--- src/rtl/ffsr_pkg.sv ---
// Shared constants, FSM state type and index-width helper for the FFSR decoder slice.
// Imported by the one-hot encoder and the pulse decoder top.
package ffsr_pkg;

  localparam int FFSR_N = 16;

  typedef enum logic [2:0] {
    IDLE    = 3'd0,
    DECODE  = 3'd1,
    EMIT_HI = 3'd2,
    EMIT_LO = 3'd3,
    RESULT  = 3'd4
  } ffsr_state_t;

  // Index width for an n-stage FFSR; never narrower than one bit.
  function automatic int ffsr_idx_w(input int n);
    return (n > 1) ? $clog2(n) : 1;
  endfunction

endpackage

--- src/rtl/ffsr_onehot_enc.sv ---
// Combinational one-hot encoder: index of the lowest set bit plus an exactly-one-hot flag.
// Zero latency, no state.
module ffsr_onehot_enc
  import ffsr_pkg::*;
#(
  parameter int N = FFSR_N,
  parameter int W = ffsr_idx_w(N)
) (
  input  logic [N-1:0] vec_i,
  output logic [W-1:0] idx_o,
  output logic         onehot_ok_o
);

  logic [N-1:0] vec_m1;

  // Scan downward so the lowest set bit is the last assignment to stick.
  always_comb begin
    idx_o = '0;
    for (int i = N - 1; i >= 0; i--) begin
      if (vec_i[i]) idx_o = W'(i);
    end
  end

  assign vec_m1      = vec_i - N'(1);
  assign onehot_ok_o = (vec_i != '0) && ((vec_i & vec_m1) == '0);

endmodule

--- src/rtl/ffsr_pulse_decoder.sv ---
// Snapshots the FFSR one-hot state, decodes it to a binary index, replays the index as a
// unary pulse train and returns idx/err over a valid/ready handshake.
module ffsr_pulse_decoder
  import ffsr_pkg::*;
#(
  parameter int N = FFSR_N,
  parameter int W = ffsr_idx_w(N)
) (
  input  logic         clk,
  input  logic         rst,
  input  logic [N-1:0] ffsr_state_i,
  input  logic         start_i,
  output logic         busy_o,
  output logic         pulse_o,
  output logic [W-1:0] idx_o,
  output logic         err_o,
  output logic         idx_valid_o,
  input  logic         idx_ready_i
);

  ffsr_state_t  state_q, state_d;
  logic [N-1:0] snap_q, snap_d;
  logic [W-1:0] cnt_q, cnt_d;
  logic [W-1:0] idx_q, idx_d;
  logic         err_q, err_d;
  logic         dec_q, dec_d;

  logic [W-1:0] enc_idx;
  logic         enc_ok;

  ffsr_onehot_enc #(.N(N), .W(W)) u_enc (
    .vec_i       (snap_q),
    .idx_o       (enc_idx),
    .onehot_ok_o (enc_ok)
  );

  // DECODE spends one cycle registering idx/err/cnt and a second branching on the
  // registered result, so the pulse train starts two edges after the start edge.
  always_comb begin
    state_d = state_q;
    snap_d  = snap_q;
    cnt_d   = cnt_q;
    idx_d   = idx_q;
    err_d   = err_q;
    dec_d   = dec_q;
    case (state_q)
      IDLE: begin
        if (start_i) begin
          snap_d  = ffsr_state_i;
          state_d = DECODE;
        end
      end
      DECODE: begin
        if (!dec_q) begin
          idx_d = enc_ok ? enc_idx : '0;
          cnt_d = enc_ok ? enc_idx : '0;
          err_d = !enc_ok;
          dec_d = 1'b1;
        end else begin
          dec_d   = 1'b0;
          state_d = (err_q || (idx_q == '0)) ? RESULT : EMIT_HI;
        end
      end
      EMIT_HI: begin
        if (cnt_q != '0) cnt_d = cnt_q - W'(1);
        state_d = EMIT_LO;
      end
      EMIT_LO: begin
        state_d = (cnt_q == '0) ? RESULT : EMIT_HI;
      end
      RESULT: begin
        if (idx_ready_i) state_d = IDLE;
      end
      default: state_d = IDLE;
    endcase
  end

  always_ff @(posedge clk or posedge rst) begin
    if (rst) begin
      state_q <= IDLE;
      snap_q  <= '0;
      cnt_q   <= '0;
      idx_q   <= '0;
      err_q   <= 1'b0;
      dec_q   <= 1'b0;
    end else begin
      state_q <= state_d;
      snap_q  <= snap_d;
      cnt_q   <= cnt_d;
      idx_q   <= idx_d;
      err_q   <= err_d;
      dec_q   <= dec_d;
    end
  end

  assign busy_o      = (state_q != IDLE);
  assign pulse_o     = (state_q == EMIT_HI);
  assign idx_valid_o = (state_q == RESULT);
  assign idx_o       = idx_q;
  assign err_o       = err_q;

endmodule

--- config.mk ---
export PLATFORM = sky130hd
export DESIGN_NAME = ffsr_pulse_decoder
export DESIGN_NICKNAME = d
export VERILOG_FILES = /design/src/rtl/ffsr_pkg.sv /design/src/rtl/ffsr_onehot_enc.sv /design/src/rtl/ffsr_pulse_decoder.sv
export SDC_FILE = /design/constraint.sdc
export NUM_CORES = 1
export LEC_CHECK = 0
export CAP_MARGIN = 20
export CORE_MARGIN = 2
export CORE_UTILIZATION = 47
export CTS_CLUSTER_DIAMETER = 150
export CTS_CLUSTER_SIZE = 10
export DETAILED_ROUTE_END_ITERATION = 7
export GPL_ROUTABILITY_DRIVEN = 0
export MAX_ROUTING_LAYER = met4
export PLACE_DENSITY_LB_ADDON = 0.15
export SYNTH_ARGS = -nofsm -noshare
export SYNTH_HDL_FRONTEND = slang
export SYNTH_SLANG_ARGS = --single-unit
--- constraint.sdc ---
create_clock -name clk -period 2 [get_ports clk]
set_input_delay 0.4 -clock clk [delete_from_list [all_inputs] [get_ports clk]]
set_output_delay 0.4 -clock clk [all_outputs]
set_load 0.01 [all_outputs]
-- After elaboration in Yosys (flattened, before gate mapping)
Cells that the tools add are included.
Widths: inputs -> output; s select.
- register bits: 29
- bits of input ports: 20
- output and inout bits: 8
- logic and storage cells: 61
- add/sub/neg operators: 2
- equal/unequal tests: 9
- multiplexer cells: 27
- bitwise gates (word level): 2
- reduce and logical (&&, ||, !) cells: 15
- operators by type and width (kind ; count):
    $mux 4 ; 19
    $and 16x16->16 ; 1
    $logic_not 16->1 ; 1
    $reduce_bool 16->1 ; 1
    $sub 16x1->16 const B ; 1
    $mux 3 ; 5
    $pmux 3 s5 ; 1
    $logic_not 4->1 ; 2
    $pmux 4 s2 ; 1
    $eq 3x2->1 const B ; 2
    $ne 2x2->1 const B ; 3
    $reduce_and 3->1 ; 2
    $ne 2x1->1 const B ; 2
    $reduce_and 2->1 ; 2
    $reduce_bool 4->1 ; 1
    $sub 4x1->4 const B ; 1
    $eq 3x1->1 const B ; 1
    $eq 3x3->1 const B ; 1
    $logic_not 3->1 ; 1
    $reduce_bool 3->1 ; 1
    $reduce_bool 2->1 ; 1
    $logic_and 1x1->1 ; 1
    $logic_not 1->1 ; 1
    $logic_or 1x1->1 ; 1
    other kinds (2) ; 2

-- Logic depth before layout (Yosys ltp)
- depth after elaboration: 19
- gate-level depth with buffers: 7
- gate-level depth less buffers: 7

-- Modules after synthesis
Synthesis repeated with hierarchy kept, for this count alone.
- cell total of the unflattened synthesis: 165
- area total of the unflattened synthesis: 1695.4 sq um
- modules (own cells, without submodules) (module ; instances ; cells each ; area each (sq um) ; sequential area each (sq um)):
    ffsr_pulse_decoder ; 1 ; 109 ; 1365.1 ; 725.7
    ffsr_onehot_enc ; 1 ; 56 ; 330.3 ; 0.0

-- Worst setup path before layout
No wires, ideal clock.
- path type: register to register
- start point: reg state_q[1]
- end point: reg snap_q[0]
- library setup time: 0.125 ns
- arrival time: 2.012 ns
- data required time: 1.875 ns
- path slack: -0.136 ns
- stages on the path, launching flop included: 6
- buffers on the path: 2
- period minus slack after synthesis: 2.136 ns
- cells stage by stage: dfrtp_1 clkbuf_1 or3_1 nor2_1 buf_2 mux2_2
- cells in the longest elaborated chain, start to end: 2
- ends and longest elaborated chain (element ; RTL line ; RTL):
    from (decl) ; ffsr_pulse_decoder.sv:21 ; ffsr_state_t state_q, state_d;
    from (signal assigned) ; ffsr_pulse_decoder.sv:87 ; state_q <= state_d;
    $logic_not 3->1 ; ffsr_pulse_decoder.sv:46 ; case (state_q)
    $reduce_and 2->1 (no line) ; -- ;
    to (signal assigned) ; ffsr_pulse_decoder.sv:88 ; snap_q <= snap_d;
    to (decl) ; ffsr_pulse_decoder.sv:22 ; logic [N-1:0] snap_q, snap_d;
No other way between the ends.
A chain may end at the register's enable or synchronous reset.

-- Worst setup path after layout
- start point: reg snap_q[2]
- end point: reg idx_q[0] (netlist: idx_o[0])
- cells in the longest elaborated chain, start to end: 5
- elaborated cells on any way between the ends: 9
- those cells by class: add/sub (1); mux (4); bitwise (1); reduce/logical (3)
- ends and longest elaborated chain (element ; RTL line ; RTL):
    $sub 16x1->16 ; ffsr_onehot_enc.sv:24 ; assign vec_m1 = vec_i - N'(1);
    $and 16x16->16 ; ffsr_onehot_enc.sv:25 ; assign onehot_ok_o = (vec_i != '0) && ((vec_i & vec_m1) == '0);
    $logic_not 16->1 ; ffsr_onehot_enc.sv:25 ;
    $logic_and 1x1->1 ; ffsr_onehot_enc.sv:25 ;
    $mux 4 (*) ; ffsr_pulse_decoder.sv:55 ; idx_d = enc_ok ? enc_idx : '0;
    to (signal assigned) ; ffsr_pulse_decoder.sv:90 ; idx_q <= idx_d;
    to (decl) ; ffsr_pulse_decoder.sv:24 ; logic [W-1:0] idx_q, idx_d;
Mark *: on every way between the ends. The rest lies on a longest branch, timed or not.

==> flow_metrics.py <==
metrics = {
    "timing": {
        "slew_violations": 0,
        "relSlewSlack_pct": 70.78,
        "fmax_ghz": 0.4977,
        "min_period_ns": 2.009,
        "hold_viol": 0,
        "fin_ws_ns": -0.009113,
        "fin_skew_ns": 0.002860,
        "tightest_slew_ns": 0.4323,
        "finalSetupViolCount": 6,
        "finalCritPeriodShare_pct": 100.5,
        "grt_setup_unrepaired": "yes",
    },
    "die": {
        "fp.dieH_microns": 63.51,
        "dieWidth_microns": 63.51,
        "die-area_sq_um": 4033,
        "pin_count": 28,
        "core_sq_um": 3363,
        "initial_core_util_pct": 49.48,
        "core.rowCount": 21,
    },
    "grt": {
        "antenna_found_initial": 0,
        "grt_pass1_vias": 1482,
        "grt_overflow": 0,
        "grtUsageTotal_pct": 21.76,
        "grt_max_degree": 30,
        "grt_pass1_wl_mm": 6.637,
    },
    "clock_tree": {
        "clock_path_buffers": 2,
        "cts_tree": "done",
        "root_buffer": "clkbuf_4",
        "clk_pin_slew_ns": 0.09,
        "clk_latency_ns": 0.34,
        "clock_sinks": 29,
        "cts-hold-fix-buffers": 0,
        "cts_buffers": 5,
        "htree_levels": 2,
        "cts_post_setup_buffers_inserted": 0,
    },
    "placement": {
        "dpl-instance-area_sq_um": 2133,
        "dpl.hpwl_mm": 2.931,
        "post-place-ws_ns": -0.08374,
        "io_buffers": 27,
    },
    "pwr": {
        "pwr-share-clk_pct": 12.1,
        "ir_worst_vdd_v": 0.0006842,
        "total_power_w": 0.002812,
        "netSwitchingFraction_pct": 40.91,
        "total_leakage_power_nw": 0.8920,
        "intPower_w": 0.001662,
        "p_comb_share_pct": 52.7,
        "power_density_nw_per_um2": 1286,
        "p_switching_w": 0.001150,
        "pwr-share-seq_pct": 35.3,
    },
    "yosys": {
        "synthesis.area_sq_um": 1664,
        "syn-num-nets": 186,
        "syn_area_per_cell_sq_um": 10.09,
        "syn-instance-count": 165,
        "yosysUniqueCellTypes": 49,
        "ys.flop_type": "dfrtp_1",
        "yosysWarningCount": 0,
        "synth_enable_flop_cells": 0,
        "synthArstFlopShare_pct": 100.0,
        "yosysSeqAreaShare_pct": 43.61,
        "ys_seq_elements": 29,
    },
    "worst_hold_path": {
        "hp-class": "primary input to async pin",
    },
    "detailed_routing": {
        "dr.first_iter.drc_count": 54,
        "drc": 0,
        "wl_per_cell_microns": 14.58,
        "via_count": 1462,
        "wirelength_mm": 3.821,
        "vias_per_cell": 5.580,
        "dr.pass1.iters": 4,
        "antenna_left": 0,
    },
    "setup_path": {
        "r2r_start": "snap_q[2]$_DFFE_PP0P_",
        "path_delay_family": "simple AND/OR/NAND/NOR gates",
        "startpoint_type": "flop",
        "arrival_ns": 2.28,
        "cp_slowest_cell": "or4_4",
        "endpoint_kind": "flop",
        "path_buf_inv": 0,
        "rrSetupSlack_ns": -0.009,
        "crit_chain": "or4_4, maj3_2, o31ai_4, nand4_2, o21ai_1",
        "max_stage_delay_ns": 0.59,
        "reg2reg_to": "idx_o[0]$_DFFE_PP0P_",
        "cp_max_fo": 6,
        "reg2regPathDepth": 5,
        "crit_type": "flop to flop",
        "cp.required_ns": 2.27,
    },
    "flow_run": {
        "maxCapViolations": 0,
    },
    "cells_and_area": {
        "drive_gt1_share_pct": 28.24,
        "diodes": 0,
        "nets": 236,
        "fin_util_pct": 65.03,
        "nFillCells": 313,
        "area_growth_pct": 31.43,
        "final_area_sq_um": 2187,
    },
    "run_status": {
        "violations": "setup timing",
        "status": "complete, but fails checks",
    },
}
## power by group through the flow
stage | sequential (W) | clock (W) | combinational, W
floorplan | 0.00107 | 0 | 0.000837
global placement | 0.000982 | 0 | 0.00144
detailed placement | 0.000997 | 0 | 0.00148
CTS | 0.000989 | 0.000353 | 0.00149
global route | 0.00102 | 0.000387 | 0.00163
finish | 0.000992 | 0.000339 | 0.00148
## worst register-to-register path: stages, from the launching register on
cell and delay (ns):
dfrtp_1 0.38, or4_4 0.59, maj3_2 0.35, o31ai_4 0.26, nand4_2 0.20, o21ai_1 0.16
## cells in the final DEF, fill, tap and decap left out, types with 2 or more instances in the layout
| master | Yosys | final |
|---|---|---|
| a211oi_1 | 2 | 2 |
| a21oi_1 | 9 | 9 |
| a31oi_1 | 2 | 2 |
| buf_4 | 0 | 21 |
| clkbuf_1 | 3 | 3 |
| clkbuf_4 | 0 | 5 |
| clkdlybuf4s50_1 | 0 | 24 |
| dfrtp_1 | 29 | 29 |
| dlygate4sd2_1 | 0 | 2 |
| inv_1 | 10 | 10 |
| mux2_2 | 14 | 14 |
| nand2_1 | 15 | 15 |
| nand3_1 | 3 | 3 |
| nor2_1 | 15 | 14 |
| nor3_1 | 2 | 2 |
| nor3b_1 | 2 | 2 |
| nor4_1 | 5 | 4 |
| o21ai_0 | 5 | 5 |
| o21ai_1 | 6 | 6 |
| o31ai_1 | 3 | 3 |
| o31ai_2 | 2 | 2 |
| o41ai_1 | 2 | 2 |
| or3_1 | 2 | 2 |
| or3b_2 | 3 | 2 |
| or4_4 | 1 | 2 |
## synth_stat cells, drive strengths merged, types with 2 or more instances
cell type	count	area (sq um)
a211oi	2	15.01
nand2	16	62.56
a21oi	9	45.04
nor4	6	52.55
or4	3	26.27
o41ai	2	17.52
buf	3	27.52
nand3	3	15.01
mux2	14	157.7
or3	2	12.51
o21ai	11	55.05
a2111oi	2	36.29
o31ai	6	68.81
a31oi	2	12.51
nor3b	2	15.01
inv	11	41.29
nor2	15	56.30
or3b	3	26.28
dfrtp	29	725.7
nor3	2	10.01
clkbuf	3	11.26
## stage by stage
stage | hold slack (ns) | TNS (ns) | instances
floorplan | 0.4781 | -0.1207 | 165
global placement | 0.4988 | 0 | 254
detailed placement | 0.5132 | -0.4267 | 254
CTS | 0.4384 | -0.1029 | 262
global route | 0.4539 | -0.8198 | 262
finish | 0.4387 | -0.04526 | 262
## cells by family after synthesis
| kind of cell | share of synthesized area [%] |
|---|---|
| adders and majority gates | 1.428 |
| AOI/OAI and AO/OA | 21.96 |
| buffers and inverters | 4.812 |
| muxes | 9.474 |
| DFF | 43.61 |
| and+or+nand+nor | 18.72 |
## flip-flops by register name, summed over array words and instances (netlist names)
| signal | flops |
|---|---|
| cnt_q | 4 |
| dec_q | 1 |
| err_o | 1 |
| idx_o | 4 |
| snap_q | 16 |
| state_q | 3 |
## per-layer routing
layer  share of wire, %  track usage (%)  up-vias
met1                 41            23.85      695
met5                  0                -        -
met4                2.2            8.152        0
met2                 52            37.50       34
li1                   -                -      722
met3                4.1            6.071       11
## what timing repair did
item | in CTS | in global routing
setup endpoints to repair | 12 | 10
resized for setup | 7 | 1
pin swaps | 8 | 0
## cell type report
cell class                      count  area [sq um]  share of cell area, %
Sequential cell                    29         725.7                  33.18
Tap cell                           46         57.56                  2.632
Multi-Input combinational cell    119         873.3                  39.93
Timing Repair Buffer               49         440.4                  20.14
Inverter                           11         41.29                  1.888
Clock buffer                        8         48.80                  2.231
## worst max path at each step
stage	from	endpoint	slack, ns	cells after the start
finish	snap_q[2]$_DFFE_PP0P_	idx_o[0]$_DFFE_PP0P_	-0.009	5
global route	snap_q[1]$_DFFE_PP0P_	cnt_q[0]$_DFFE_PP0P_	-0.12	5
CTS	snap_q[2]$_DFFE_PP0P_	idx_o[0]$_DFFE_PP0P_	-0.03	5
detailed placement	snap_q[1]$_DFFE_PP0P_	err_o$_DFFE_PP0P_	-0.08	6
global placement	snap_q[0]$_DFFE_PP0P_	err_o$_DFFE_PP0P_	0.03	6
floorplan	snap_q[2]$_DFFE_PP0P_	cnt_q[0]$_DFFE_PP0P_	-0.02	7
Note: power is estimated with default switching activity, not from simulation.
